File: src/rtl/redmule_mesh_pkg.sv
// Shared types and constants for the RedMulE mesh tile sequencer.
package redmule_mesh_pkg;

  localparam int unsigned MESH_SEQ_CYCLES_W = 64;

  typedef enum logic [2:0] {
    IDLE,
    ENABLE,
    RELEASE,
    RUN,
    DONE
  } mesh_seq_state_e;

endpackage

File: src/rtl/redmule_mesh_sleep_filter.sv
// Per-tile sleep filter: a sticky done bit is set after SLEEP_FILTER consecutive
// enabled cycles with core_sleep high.
module redmule_mesh_sleep_filter #(
  parameter int unsigned SLEEP_FILTER = 4
) (
  input  logic clk_i,
  input  logic rst_ni,
  input  logic clear_i,
  input  logic enable_i,
  input  logic sleep_i,
  output logic done_o
);

  localparam int unsigned CNT_W = (SLEEP_FILTER > 1) ? $clog2(SLEEP_FILTER) : 1;

  logic [CNT_W-1:0] cnt_q;
  logic             done_q;

  always_ff @(posedge clk_i or negedge rst_ni) begin
    if (!rst_ni) begin
      cnt_q  <= '0;
      done_q <= 1'b0;
    end else if (clear_i) begin
      cnt_q  <= '0;
      done_q <= 1'b0;
    end else if (enable_i && sleep_i) begin
      // Counter holds at its top value; the done bit records the threshold.
      if (cnt_q == CNT_W'(SLEEP_FILTER - 1)) begin
        done_q <= 1'b1;
      end else begin
        cnt_q <= cnt_q + CNT_W'(1);
      end
    end else begin
      cnt_q <= '0;
    end
  end

  assign done_o = done_q;

endmodule

File: src/rtl/redmule_mesh_tile_sequencer.sv
// Per-mesh boot/completion sequencer: staggered fetch-enable release and
// filtered core_sleep completion detection. Timeout logic: REDMULE_MESH_SEQ_TIMEOUT_EN.
module redmule_mesh_tile_sequencer
  import redmule_mesh_pkg::*;
#(
  parameter int unsigned N_TILES        = 4,
  parameter int unsigned STAGGER_CYCLES = 8,
  parameter int unsigned SLEEP_FILTER   = 4,
  parameter int unsigned HARTID_BASE    = 0
) (
  input  logic                         clk_i,
  input  logic                         rst_ni,
  input  logic                         start_i,
  input  logic [N_TILES-1:0]           tile_mask_i,
  input  logic [31:0]                  timeout_limit_i,
  input  logic [N_TILES-1:0]           core_sleep_i,
  output logic [N_TILES-1:0]           tile_enable_o,
  output logic [N_TILES-1:0]           fetch_enable_o,
  output logic [N_TILES*32-1:0]        mhartid_o,
  output logic                         busy_o,
  output logic                         done_o,
  output logic                         timeout_o,
  output logic [N_TILES-1:0]           done_mask_o,
  output logic [MESH_SEQ_CYCLES_W-1:0] cycles_o
);

  localparam int unsigned STG_W = (STAGGER_CYCLES > 1) ? $clog2(STAGGER_CYCLES) : 1;

  mesh_seq_state_e              state_q, state_d;
  logic [N_TILES-1:0]           mask_q, mask_d;
  logic [N_TILES-1:0]           ten_q, ten_d;
  logic [N_TILES-1:0]           fen_q, fen_d;
  logic [N_TILES-1:0]           rem_q, rem_d;
  logic [STG_W-1:0]             stag_q, stag_d;
  logic [MESH_SEQ_CYCLES_W-1:0] cyc_q, cyc_d;
  logic                         to_flag_q, to_flag_d;

  logic               start_acc;
  logic               timeout_hit;
  logic               release_now;
  logic               filter_phase;
  logic [N_TILES-1:0] first_sel;
  logic [N_TILES-1:0] next_sel;
  logic [N_TILES-1:0] filt_en;

  // Lowest set bit of a vector: x & -x.
  assign first_sel   = mask_q & (~mask_q + N_TILES'(1));
  assign next_sel    = rem_q & (~rem_q + N_TILES'(1));
  assign release_now = (STAGGER_CYCLES <= 1) || (stag_q == STG_W'(STAGGER_CYCLES - 1));

  always_ff @(posedge clk_i or negedge rst_ni) begin
    if (!rst_ni) begin
      state_q   <= IDLE;
      mask_q    <= '0;
      ten_q     <= '0;
      fen_q     <= '0;
      rem_q     <= '0;
      stag_q    <= '0;
      cyc_q     <= '0;
      to_flag_q <= 1'b0;
    end else begin
      state_q   <= state_d;
      mask_q    <= mask_d;
      ten_q     <= ten_d;
      fen_q     <= fen_d;
      rem_q     <= rem_d;
      stag_q    <= stag_d;
      cyc_q     <= cyc_d;
      to_flag_q <= to_flag_d;
    end
  end

  always_comb begin
    state_d   = state_q;
    mask_d    = mask_q;
    ten_d     = ten_q;
    fen_d     = fen_q;
    rem_d     = rem_q;
    stag_d    = stag_q;
    cyc_d     = cyc_q;
    to_flag_d = to_flag_q;
    start_acc = 1'b0;

    unique case (state_q)
      IDLE: begin
        if (start_i) begin
          start_acc = 1'b1;
          mask_d    = tile_mask_i;
          cyc_d     = '0;
          to_flag_d = 1'b0;
          if (tile_mask_i == '0) begin
            state_d = DONE;
          end else begin
            ten_d   = tile_mask_i;
            state_d = ENABLE;
          end
        end
      end
      ENABLE: begin
        state_d = RELEASE;
        stag_d  = '0;
        if (STAGGER_CYCLES == 0) begin
          fen_d = mask_q;
          rem_d = '0;
        end else begin
          fen_d = first_sel;
          rem_d = mask_q & ~first_sel;
        end
      end
      RELEASE: begin
        cyc_d = (&cyc_q) ? cyc_q : cyc_q + MESH_SEQ_CYCLES_W'(1);
        if (rem_q == '0) begin
          state_d = RUN;
        end else if (release_now) begin
          fen_d  = fen_q | next_sel;
          rem_d  = rem_q & ~next_sel;
          stag_d = '0;
        end else begin
          stag_d = stag_q + STG_W'(1);
        end
      end
      RUN: begin
        cyc_d = (&cyc_q) ? cyc_q : cyc_q + MESH_SEQ_CYCLES_W'(1);
        // Completion takes priority over a coincident timeout.
        if (done_mask_o == mask_q) begin
          state_d = DONE;
        end else if (timeout_hit) begin
          state_d   = DONE;
          to_flag_d = 1'b1;
        end
      end
      DONE: begin
        if (!start_i) begin
          state_d = IDLE;
          ten_d   = '0;
          fen_d   = '0;
        end
      end
      default: state_d = IDLE;
    endcase
  end

`ifdef REDMULE_MESH_SEQ_TIMEOUT_EN
  logic [31:0] to_cnt_q;

  always_ff @(posedge clk_i or negedge rst_ni) begin
    if (!rst_ni) begin
      to_cnt_q <= '0;
    end else if (start_acc) begin
      to_cnt_q <= '0;
    end else if (state_q == RUN) begin
      to_cnt_q <= to_cnt_q + 32'd1;
    end
  end

  assign timeout_hit = (timeout_limit_i != '0) && (to_cnt_q == timeout_limit_i);
`else
  logic unused_timeout_limit;
  assign unused_timeout_limit = ^timeout_limit_i;
  assign timeout_hit          = 1'b0;
`endif

  assign filter_phase = (state_q == RELEASE) || (state_q == RUN);
  assign filt_en      = fen_q & {N_TILES{filter_phase}};

  for (genvar i = 0; i < N_TILES; i++) begin : g_filter
    redmule_mesh_sleep_filter #(
      .SLEEP_FILTER(SLEEP_FILTER)
    ) u_filter (
      .clk_i   (clk_i),
      .rst_ni  (rst_ni),
      .clear_i (start_acc),
      .enable_i(filt_en[i]),
      .sleep_i (core_sleep_i[i]),
      .done_o  (done_mask_o[i])
    );
    assign mhartid_o[i*32 +: 32] = 32'(HARTID_BASE + i);
  end

  assign tile_enable_o  = ten_q;
  assign fetch_enable_o = fen_q;
  assign busy_o         = (state_q == ENABLE) || (state_q == RELEASE) || (state_q == RUN);
  assign done_o         = (state_q == DONE);
  assign timeout_o      = (state_q == DONE) && to_flag_q;
  assign cycles_o       = cyc_q;

endmodule

File: config.mk
export PLATFORM = sky130hd
export DESIGN_NAME = redmule_mesh_tile_sequencer
export DESIGN_NICKNAME = d
export VERILOG_FILES = /design/src/rtl/redmule_mesh_pkg.sv /design/src/rtl/redmule_mesh_sleep_filter.sv /design/src/rtl/redmule_mesh_tile_sequencer.sv
export SDC_FILE = /design/constraint.sdc
export NUM_CORES = 1
export LEC_CHECK = 0
export ABC_AREA = 1
export CAP_MARGIN = 20
export CORE_ASPECT_RATIO = 1.2
export CORE_MARGIN = 1.5
export CORE_UTILIZATION = 46
export CTS_CLUSTER_DIAMETER = 150
export CTS_CLUSTER_SIZE = 40
export DETAILED_ROUTE_END_ITERATION = 6
export PLACE_DENSITY = 0.82
export SETUP_SLACK_MARGIN = 0.2
export SKIP_CTS_REPAIR_TIMING = 1
export SLEW_MARGIN = 20
export SYNTH_ARGS = -nofsm -noshare
export SYNTH_HDL_FRONTEND = slang
export SYNTH_HIERARCHICAL = 1
export SYNTH_SLANG_ARGS = --single-unit
export TNS_END_PERCENT = 1
File: constraint.sdc
create_clock -name clk_i -period 2.91 [get_ports clk_i]
set_clock_uncertainty 0.15 [all_clocks]
set_input_delay 0.582 -clock clk_i [delete_from_list [all_inputs] [get_ports clk_i]]
set_output_delay 0.582 -clock clk_i [all_outputs]
set_load 0.02 [all_outputs]
## After elaboration in Yosys (flattened, before gate mapping)

Cells that the tools add are included.

| storage, ports and cells | value |
|---|---|
| bits in registers | 98 |
| latch bits | 0 |
| memory bits (writable) | 0 |
| bits in read-only memories | 0 |
| bits of input ports | 43 |
| output and inout bits | 207 |
| word-level logic and storage cells | 138 |
| memories | 0 |

| cells by class | value |
|---|---|
| add/sub/neg operators | 8 |
| $mul | 0 |
| div/mod/pow operators | 0 |
| order comparisons | 0 |
| equality and inequality tests | 22 |
| shifts and indexed selects | 0 |
| multiplexer cells | 48 |
| bitwise gates (word level) | 10 |
| reductions and logical operators | 35 |

Operator list:

| kind | count |
|---|---|
| $mux 64 | 2 |
| $pmux 64 s2 | 1 |
| $add 64x1->64 const B | 1 |
| $reduce_and 64->1 | 1 |
| $mux 4 | 7 |
| $mux 2 | 12 |
| $reduce_bool 2->1 | 11 |
| $mux 3 | 7 |
| $and 4x4->4 | 5 |
| $ne 2x2->1 const B | 8 |
| $not 4->4 | 4 |
| $pmux 4 s2 | 2 |
| $pmux 3 s5 | 1 |
| $mux 1 | 14 |
| $pmux 4 s3 | 1 |
| $reduce_and 2->1 | 6 |
| $reduce_and 4->1 | 3 |
| $ne 3x3->1 const B | 3 |
| $add 2x1->2 const B | 4 |
| $add 4x1->4 const B | 2 |
| $eq 2x2->1 const B | 4 |
| $logic_not 4->1 | 2 |
| $eq 3x2->1 const B | 2 |
| $eq 3x3->1 const B | 2 |
| other kinds (12) | 18 |

## Depth between registers and ports, before layout

Gate-level depths: netlist of the first run.

| logic depth | value |
|---|---|
| word-level depth | 8 |
| depth in mapped cells | 12 |
| depth with buffers taken out | 11 |

## Cells and area by module

The synthesis of the first run kept the hierarchy.

By module, submodules not included:

| module | instances | cells an instance | area an instance (um^2) | seq. area each (um^2) |
|---|---|---|---|---|
| redmule_mesh_tile_sequencer | 1 | 935 | 6383.6 | 2127.0 |
| redmule_mesh_sleep_filter | 4 | 19 | 152.6 | 75.1 |

## Least setup slack after synthesis of the first run

No wires, ideal clock.

| timing path | value |
|---|---|
| path type | register to register |
| from | register cyc_q[0] (netlist: cycles_o[0]) |
| to | register cyc_q[15] (netlist: cycles_o[15]) |
| library setup time | 0.127 ns |
| data arrival time | 1.776 ns |
| data required time | 2.633 ns |
| slack | 0.857 ns |
| stages on the path, launching flop included | 10 |
| cell sequence | dfrtp_1 ha_1 inv_1 nor2_4 nand2_4 nor2_8 nand4_4 nand3_1 buf_2 o21ai_0 |

| between the ends | value |
|---|---|
| cells in the longest elaborated chain, start to end | 3 |
| elaborated cells between the ends (all ways) | 6 |
| classes of those cells | add/sub (1); eq/ne (1); mux (2); reduce/logical (2) |

Ends and longest elaborated chain:

| element | line | source |
|---|---|---|
| start, declared | redmule_mesh_tile_sequencer.sv:35 | `logic [MESH_SEQ_CYCLES_W-1:0] cyc_q, cyc_d;` |
| start signal, assigned | redmule_mesh_tile_sequencer.sv:68 | `cyc_q <= cyc_d;` |
| $add 64x1->64 / $reduce_and 64->1 (equally long branches) | redmule_mesh_tile_sequencer.sv:111, redmule_mesh_tile_sequencer.sv:123 |  |
| $mux 64 / $ne 2x2->1 (equally long branches) | n/a |  |
| $pmux 64 s2 / $reduce_and 3->1 (equally long branches) | n/a |  |

Several ways; a longest one is shown, not always the timed one. The select of a mux whose other input is x is not followed.
A chain may end at the register's enable or synchronous reset.

## Worst setup path after layout of the first run

| timing path | value |
|---|---|
| from | register state_q[1] |
| to | output port done_o |

| between the ends | value |
|---|---|
| cells in the longest elaborated chain, start to end | 1 |

Ends and longest elaborated chain:

| element | line | source |
|---|---|---|
| start, declared | redmule_mesh_tile_sequencer.sv:29 | `mesh_seq_state_e state_q, state_d;` |
| start signal, assigned | redmule_mesh_tile_sequencer.sv:62 | `state_q <= state_d;` |
| $eq 3x3->1 | redmule_mesh_tile_sequencer.sv:183 | `assign done_o = (state_q == DONE);` |
| end, declared | redmule_mesh_tile_sequencer.sv:21 | `output logic done_o,` |

No other way between the ends.

==> results of run 1 <==
Yosys cell counts, types with 3 or more instances:
library cell and instances:
xnor2_1 19, buf_2 6, buf_4 129, inv_2 3, nor2_2 5, xor2_1 20
buf_6 3, o21ai_0 65, clkbuf_1 3, nor3_1 8, o31ai_1 3, nand3b_1 5
nand2_1 322, inv_1 81, nor2_1 134, o22ai_1 3, ha_1 7, dfrtp_1 97
nand3_1 56, o21ai_1 7, nand4_1 11
cells in the final DEF, fill, tap and decap left out, drive strengths merged, types with 5 or more instances in the layout:
| cell type | count |
|---|---|
| clkbuf | 10 |
| dfrtp | 97 |
| nor3 | 8 |
| ha | 7 |
| xnor2 | 19 |
| nor2 | 142 |
| conb | 129 |
| nand3 | 57 |
| inv | 85 |
| buf | 8 |
| o21ai | 72 |
| nand3b | 5 |
| clkdlybuf4s50 | 87 |
| nand4 | 12 |
| nand2 | 325 |
| xor2 | 20 |
flip-flops by register name (all words and copies together), names as in the netlist:
signal,count
g_filter.u_filter/cnt_q,8
state_q,3
stag_q,3
mask_q,4
g_filter.u_filter/done_o,4
rem_q,3
tile_enable_o,4
cycles_o,64
fetch_enable_o,4
through the flow:
stage                     hold WS [ps]  area [sq um]  setup slack [ps]  std cells  utilization (%)
after floorplan                    136          7470               857       1138                -
after global placement             339          7630               525       1296             51.2
after detailed placement           346          7630               450       1296             51.2
after CTS                         67.8          7980               373       1312             53.5
after global routing              98.1          7980               246       1312             53.5
final                             45.3          7980               378       1312             53.5
area by class of cell:
cell class / count / share of cell area (%)
clock buffers: 10 / 3.00
multi-input cells: 816 / 46.2
repair buffers: 95 / 11.8
well taps: 204 / 3.20
inverters: 84 / 3.95
clock inverters: 6 / 1.41
flip-flops and latches: 97 / 30.4
cells by family after synthesis:
group	count (synthesis)	share of synthesized area, %
simple gates	552	32.8
buf+inv	225	19.4
flops	97	34.7
compound gates	89	6.87
xor+xnor	39	4.88
fa+ha+maj	7	1.25
other cells	2	0.107
layer usage:
metal | wire length (um) | vias to the layer above | global-route usage [%]
li1 | - | 3116 | -
met1 | 7110 | 2884 | 27.4
met2 | 8720 | 246 | 38.6
met3 | 981 | 49 | 3.55
met4 | 801 | 0 | 12.5
met5 | 0 | - | 0
power groups by stage:
| stage | sequential (mW) | combinational (mW) | clock [mW] |
|---|---|---|---|
| floorplan | 1.74 | 1.30 | 0 |
| global placement | 1.69 | 1.68 | 0 |
| detailed placement | 1.69 | 1.71 | 0 |
| CTS | 1.67 | 1.72 | 1.43 |
| global route | 1.70 | 1.90 | 1.49 |
| finish | 1.67 | 1.71 | 1.41 |
worst min path at each step:
| stage | start | cells after the start | end |
|---|---|---|---|
| floorplan | rst_ni | 0 | cycles_o[0]$_DFFE_PN0P_ |
| global placement | g_filter[1].u_filter/cnt_q[1]$_DFFE_PN0P_ | 2 | g_filter[1].u_filter/cnt_q[1]$_DFFE_PN0P_ |
| detailed placement | g_filter[0].u_filter/cnt_q[1]$_DFFE_PN0P_ | 2 | g_filter[0].u_filter/cnt_q[1]$_DFFE_PN0P_ |
| CTS | rst_ni | 1 | g_filter[1].u_filter/cnt_q[1]$_DFFE_PN0P_ |
| global route | rst_ni | 1 | g_filter[1].u_filter/cnt_q[1]$_DFFE_PN0P_ |
| finish | rst_ni | 1 | g_filter[1].u_filter/cnt_q[1]$_DFFE_PN0P_ |
worst reg2reg max path, cell delays in order (launching register included):
cell	delay (ps)
dfrtp_1	430
ha_1	240
inv_1	100
nor2_4	210
nand2_4	120
nor2_8	170
nand4_4	150
nand2_4	240
buf_4	310
nand2_1	100
o21ai_0	90
==> out/metrics.csv, run 1 <==
stage,metric,value,unit
clocking,worst skew pair latency,360,ps
power,worst vdd ir,0.512,mV
power,leakage power,3.65,nW
flow_run,number of max-cap violations,0,
layout,diode count,0,
synthesis,ys flop type,dfrtp_1,
synthesis,"area leader, netlist",dfrtp_1,
floorplan,num rows,49,
floorplan,Die W,116,um
clocking,H-tree depth,3,
layout,area of the multi-input gates,3680,sq um
synthesis,"EDFF count, synth",0,
layout,P&R area growth vs syn,14.1,%
layout,nets,1153,
synthesis,post-synthesis cell type count,37,
sta,max frequency,0.395,GHz
sta,Final min period,2530,ps
synthesis,post-synthesis cell area,6990,sq um
floorplan,io pins,250,
worst_setup_path,CP peak stage delay,600,ps
worst_setup_path,WS Path Type,register to primary output,
power,Reg power frac,34.9,%
clocking,CTS sink cnt,97,
synthesis,Synth Register Bits,97,
worst_setup_path,Buf/Inv on CP,2,
clocking,CTS tree,yes,
global_routing,antenna violations before repair,0,
global_routing,total track usage,22.8,%
place,I/O Buffers,88,
place,DP Wirelength,13900,um
worst_setup_path,register-to-register setup slack,530,ps
sta,relative slew slack,57.3,%
worst_setup_path,worst reg2reg path depth,10,
sta,Final Setup Violations,0,
sta,unrepaired setup endpoints after global routing,false,
worst_hold_path,hold crit path type,input port to async pin,
layout,Register Area,2430,sq um
worst_setup_path,Worst path slowest cell,clkdlybuf4s50_1,
global_routing,global-route wire length before repair,28500,um
routing,first-pass iteration count of the detailed router,5,
routing,final wirelength,17600,um
sta,Final Slew Violations,0,
synthesis,sequential fraction of the synthesis area,34.7,%
clocking,"Clk pin slew, worst setup/hold paths",60,ps
sta,worst slew pin tran,634,ps
power,pwr/cell area,600,nW/um^2
worst_setup_path,worst endpoint required time,2180,ps
worst_setup_path,Crit. End Element,primary output,
place,GP Congestion,1.07,
layout,fillcell total,1460,
worst_setup_path,crit path DAT,1800,ps
worst_setup_path,stages on the worst setup path,4,
clocking,TritonCTS Buffers,9,
worst_setup_path,CP top delay family,buffers and inverters,
clocking,CTS Buffer Depth,2,
global_routing,largest net degree at the start of global routing,61,
routing,via count,6295,
floorplan,die height,138,um
sta,TNS Setup,0,ps
routing,initial DRC count,400,
routing,"antenna viol nets, final",0,
floorplan,Starting Density,46.9,%
power,combinational share of power,35.7,%
routing,WL per Instance,13.4,um
sta,fin crit share,87.0,%
power,PnR Total Power,4.79,mW
power,Pint,2.87,mW
synthesis,Mapped Cells,1011,
synthesis,Synth area leaders,"dfrtp_1 (35%), nand2_1 (17%), buf_4 (14%)",
global_routing,vias in the first global route,5749,
synthesis,"Async S/R FF share, synth",100,%
run_status,outcome,"finished, final reports clean",
routing,# DRC,0,
worst_setup_path,reg2reg end,cycles_o[32]$_DFFE_PN0P_,
synthesis,synth warn,6,
routing,vias per cell,4.80,
synthesis,syn_area_per_cell,6.92,sq um
worst_setup_path,crit path cell chain,"nor2_1, nand2_1, inv_1, clkdlybuf4s50_1",
sta,final hold violation count,0,
worst_setup_path,CP max FO,7,
synthesis,post-synth top area share,34.7,%
floorplan,core area,14900,sq um
worst_setup_path,FF-to-FF Start,cycles_o[0]$_DFFE_PN0P_,
layout,layout cells sized above 1,3.88,%
floorplan,die area,16000,sq um
clocking,Clock Tree Root,clkbuf_16,
global_routing,gr ovfl total,0,
power,sw frac,40.0,%
power,Clk pwr share,29.4,%
worst_setup_path,Worst Setup SP,state_q[1]$_DFFE_PN0P_,
worst_setup_path,Startpoint Class,register,
worst_setup_path,critical path capture point,done_o,
power,switching pwr,1.91,mW
Note: power is estimated with default switching activity, not from simulation.
==> inputs of run 2 (changes only) <==
--- a/config.mk
+++ b/config.mk
@@ -7,13 +7,15 @@
 export LEC_CHECK = 0
 export ABC_AREA = 1
 export CAP_MARGIN = 20
+export CELL_PAD_IN_SITES_DETAIL_PLACEMENT = 0
+export CELL_PAD_IN_SITES_GLOBAL_PLACEMENT = 1
 export CORE_ASPECT_RATIO = 1.2
 export CORE_MARGIN = 1.5
-export CORE_UTILIZATION = 46
+export CORE_UTILIZATION = 34
 export CTS_CLUSTER_DIAMETER = 150
 export CTS_CLUSTER_SIZE = 40
 export DETAILED_ROUTE_END_ITERATION = 6
-export PLACE_DENSITY = 0.82
+export PLACE_DENSITY_LB_ADDON = 0.1
 export SETUP_SLACK_MARGIN = 0.2
 export SKIP_CTS_REPAIR_TIMING = 1
 export SLEW_MARGIN = 20
==> constraint.sdc (replaced) <==
create_clock -name clk_i -period 3 [get_ports clk_i]
set_clock_uncertainty 0.15 [all_clocks]
set_input_delay 0.6 -clock clk_i [delete_from_list [all_inputs] [get_ports clk_i]]
set_output_delay 0.6 -clock clk_i [all_outputs]
set_load 0.02 [all_outputs]
==> run 2 against run 1 <==
Count of clock-buffer cells in the layout increased by 1; die area increased by 34%; utilization decreased by 14 points; worst hold slack got worse by 28 ps; first-iteration DRC count decreased by 37%; non-clock buffer count increased by 6; final area increased by 1.1%; final cell count increased by 5.1%; sequential cell count unchanged; register-to-register slack improved by 30 ps; sequential power decreased by 3%; critical path depth unchanged; highest routed layer unchanged.
==> out/metrics.csv, run 2 (synthesis gave the netlist of run 1 again) <==
stage,metric,value,unit
run_status,outcome,"finished, final reports clean",
clocking,H-tree depth,3,
worst_setup_path,worst reg2reg path depth,10,
clocking,worst skew pair latency,360,ps
clocking,CTS tree,yes,
sta,max frequency,0.388,GHz
clocking,"Clk pin slew, worst setup/hold paths",70,ps
worst_setup_path,WS Path Type,register to primary output,
power,Reg power frac,35.0,%
routing,# DRC,0,
layout,fin cells,1379,
power,leakage power,3.65,nW
clocking,CTS sink cnt,97,
floorplan,die area,21400,sq um
worst_setup_path,CP peak stage delay,600,ps
routing,vias per cell,4.40,
worst_hold_path,hold crit path type,input port to async pin,
floorplan,core area,20200,sq um
power,switching pwr,1.97,mW
layout,nets,1159,
worst_setup_path,Crit. End Element,primary output,
routing,initial DRC count,254,
routing,final wirelength,20200,um
global_routing,vias in the first global route,5815,
place,I/O Buffers,88,
place,GP Congestion,0.862,
flow_run,number of max-cap violations,0,
floorplan,die height,160,um
power,Clk pwr share,26.6,%
power,worst vdd ir,0.499,mV
power,Pint,2.66,mW
floorplan,Die W,134,um
place,dpl cells,1363,
worst_setup_path,CP top delay family,buffers and inverters,
worst_setup_path,reg2reg end,cycles_o[38]$_DFFE_PN0P_,
clocking,CTS Buffer Depth,2,
worst_setup_path,register-to-register setup slack,560,ps
floorplan,num rows,57,
layout,diode count,0,
sta,Final Slew Violations,0,
routing,"antenna viol nets, final",0,
power,pwr/cell area,573,nW/um^2
floorplan,Starting Density,34.7,%
layout,most frequent cells in the layout,"nand2_1 (322), nor2_1 (134), conb_1 (129), dfrtp_1 (97), clkdlybuf4s50_1 (87)",
worst_setup_path,crit path DAT,1830,ps
sta,Final min period,2580,ps
sta,Final Setup Violations,0,
sta,TNS Setup,0,ps
worst_setup_path,Worst path slowest cell,clkdlybuf4s50_1,
global_routing,gr ovfl total,0,
sta,worst slew pin tran,522,ps
worst_setup_path,worst endpoint required time,2250,ps
clocking,Clock Tree Root,clkbuf_16,
worst_setup_path,Startpoint Class,register,
sta,final hold violation count,0,
routing,first-pass iteration count of the detailed router,4,
layout,"commonest non-fill, non-tap cell in the layout",nand2_1,
global_routing,global-route wire length before repair,31800,um
sta,relative slew slack,65.1,%
layout,P&R area growth vs syn,15.3,%
global_routing,largest net degree at the start of global routing,54,
power,sw frac,42.5,%
routing,via count,6073,
layout,layout cells sized above 1,4.31,%
worst_setup_path,FF-to-FF Start,cycles_o[0]$_DFFE_PN0P_,
global_routing,total track usage,19.4,%
floorplan,io pins,250,
worst_setup_path,crit path cell chain,"nor2_1, nand2_1, inv_1, clkdlybuf4s50_1",
worst_setup_path,Buf/Inv on CP,2,
routing,WL per Instance,14.7,um
sta,unrepaired setup endpoints after global routing,false,
worst_setup_path,CP max FO,7,
layout,max reg flops,64,
power,combinational share of power,38.4,%
place,DP Wirelength,16000,um
sta,fin crit share,85.9,%
clocking,TritonCTS Buffers,9,
global_routing,antenna violations before repair,0,
## run 2: stage by stage
step                total power, mW  util [%]  hold slack [ps]  instance area (sq um)  setup WS [ps]
floorplan                      2.95         -              154                   7470            947
global placement               3.46      38.4              339                   7760            475
detailed placement             3.45      38.4              345                   7760            457
CTS                            4.72      40.0             26.5                   8070            396
global route                   4.96      40.0             40.5                   8070            293
finish                         4.62      40.0             17.2                   8070            423
## run 2: worst max-delay path by stage
stage	startpoint	endpoint	cells after the start	slack, ps
global route	state_q[1]$_DFFE_PN0P_	done_o	4	290
floorplan	cycles_o[0]$_DFFE_PN0P_	cycles_o[15]$_DFFE_PN0P_	9	950
global placement	start_i	cycles_o[59]$_DFFE_PN0P_	9	480
finish	state_q[1]$_DFFE_PN0P_	done_o	4	420
CTS	state_q[1]$_DFFE_PN0P_	done_o	4	400
detailed placement	start_i	cycles_o[55]$_DFFE_PN0P_	9	460
## run 2: final cells by class
| class | count | area, sq um |
|---|---|---|
| Clock buffer | 11 | 243 |
| Clock inverter | 5 | 62.6 |
| Fill cell | 2173 | 12100 |
| Inverter | 84 | 315 |
| Multi-Input combinational cell | 816 | 3680 |
| Sequential cell | 97 | 2430 |
| Tap cell | 265 | 332 |
| Timing Repair Buffer | 101 | 1000 |
## run 2: routing by layer
layer / global-route usage, % / up-vias / wire [um]
li1: - / 3122 / -
met1: 23.7 / 2793 / 8620
met2: 34.9 / 135 / 10400
met3: 2.29 / 23 / 713
met4: 6.97 / 0 / 458
met5: 0 / - / 0
## run 2: power groups by stage
stage | clock, mW | sequential, mW | combinational (mW)
after floorplan | 0 | 1.68 | 1.26
after global placement | 0 | 1.64 | 1.81
after detailed placement | 0 | 1.64 | 1.81
after CTS | 1.28 | 1.62 | 1.82
after global routing | 1.34 | 1.64 | 1.98
final | 1.23 | 1.62 | 1.77
## run 2: worst register-to-register path: cells and delay by family, from the launching register on
kind	cells	cell delay [ps]
flops	1	440
compound gates	1	140
buf+inv	3	480
simple gates	5	930
fa+ha+maj	1	240
==> inputs of run 3 (changes only) <==
--- a/config.mk
+++ b/config.mk
@@ -6,14 +6,13 @@
 export NUM_CORES = 1
 export LEC_CHECK = 0
 export ABC_AREA = 1
-export CAP_MARGIN = 20
 export CELL_PAD_IN_SITES_DETAIL_PLACEMENT = 0
 export CELL_PAD_IN_SITES_GLOBAL_PLACEMENT = 1
 export CORE_ASPECT_RATIO = 1.2
 export CORE_MARGIN = 1.5
 export CORE_UTILIZATION = 34
 export CTS_CLUSTER_DIAMETER = 150
-export CTS_CLUSTER_SIZE = 40
+export CTS_CLUSTER_SIZE = 24
 export DETAILED_ROUTE_END_ITERATION = 6
 export PLACE_DENSITY_LB_ADDON = 0.1
 export SETUP_SLACK_MARGIN = 0.2
@@ -23,4 +22,3 @@
 export SYNTH_HDL_FRONTEND = slang
 export SYNTH_HIERARCHICAL = 1
 export SYNTH_SLANG_ARGS = --single-unit
-export TNS_END_PERCENT = 1
==> results of run 3 <==
Same layout as run 2: the final DEF is identical, and so are final timing and power.
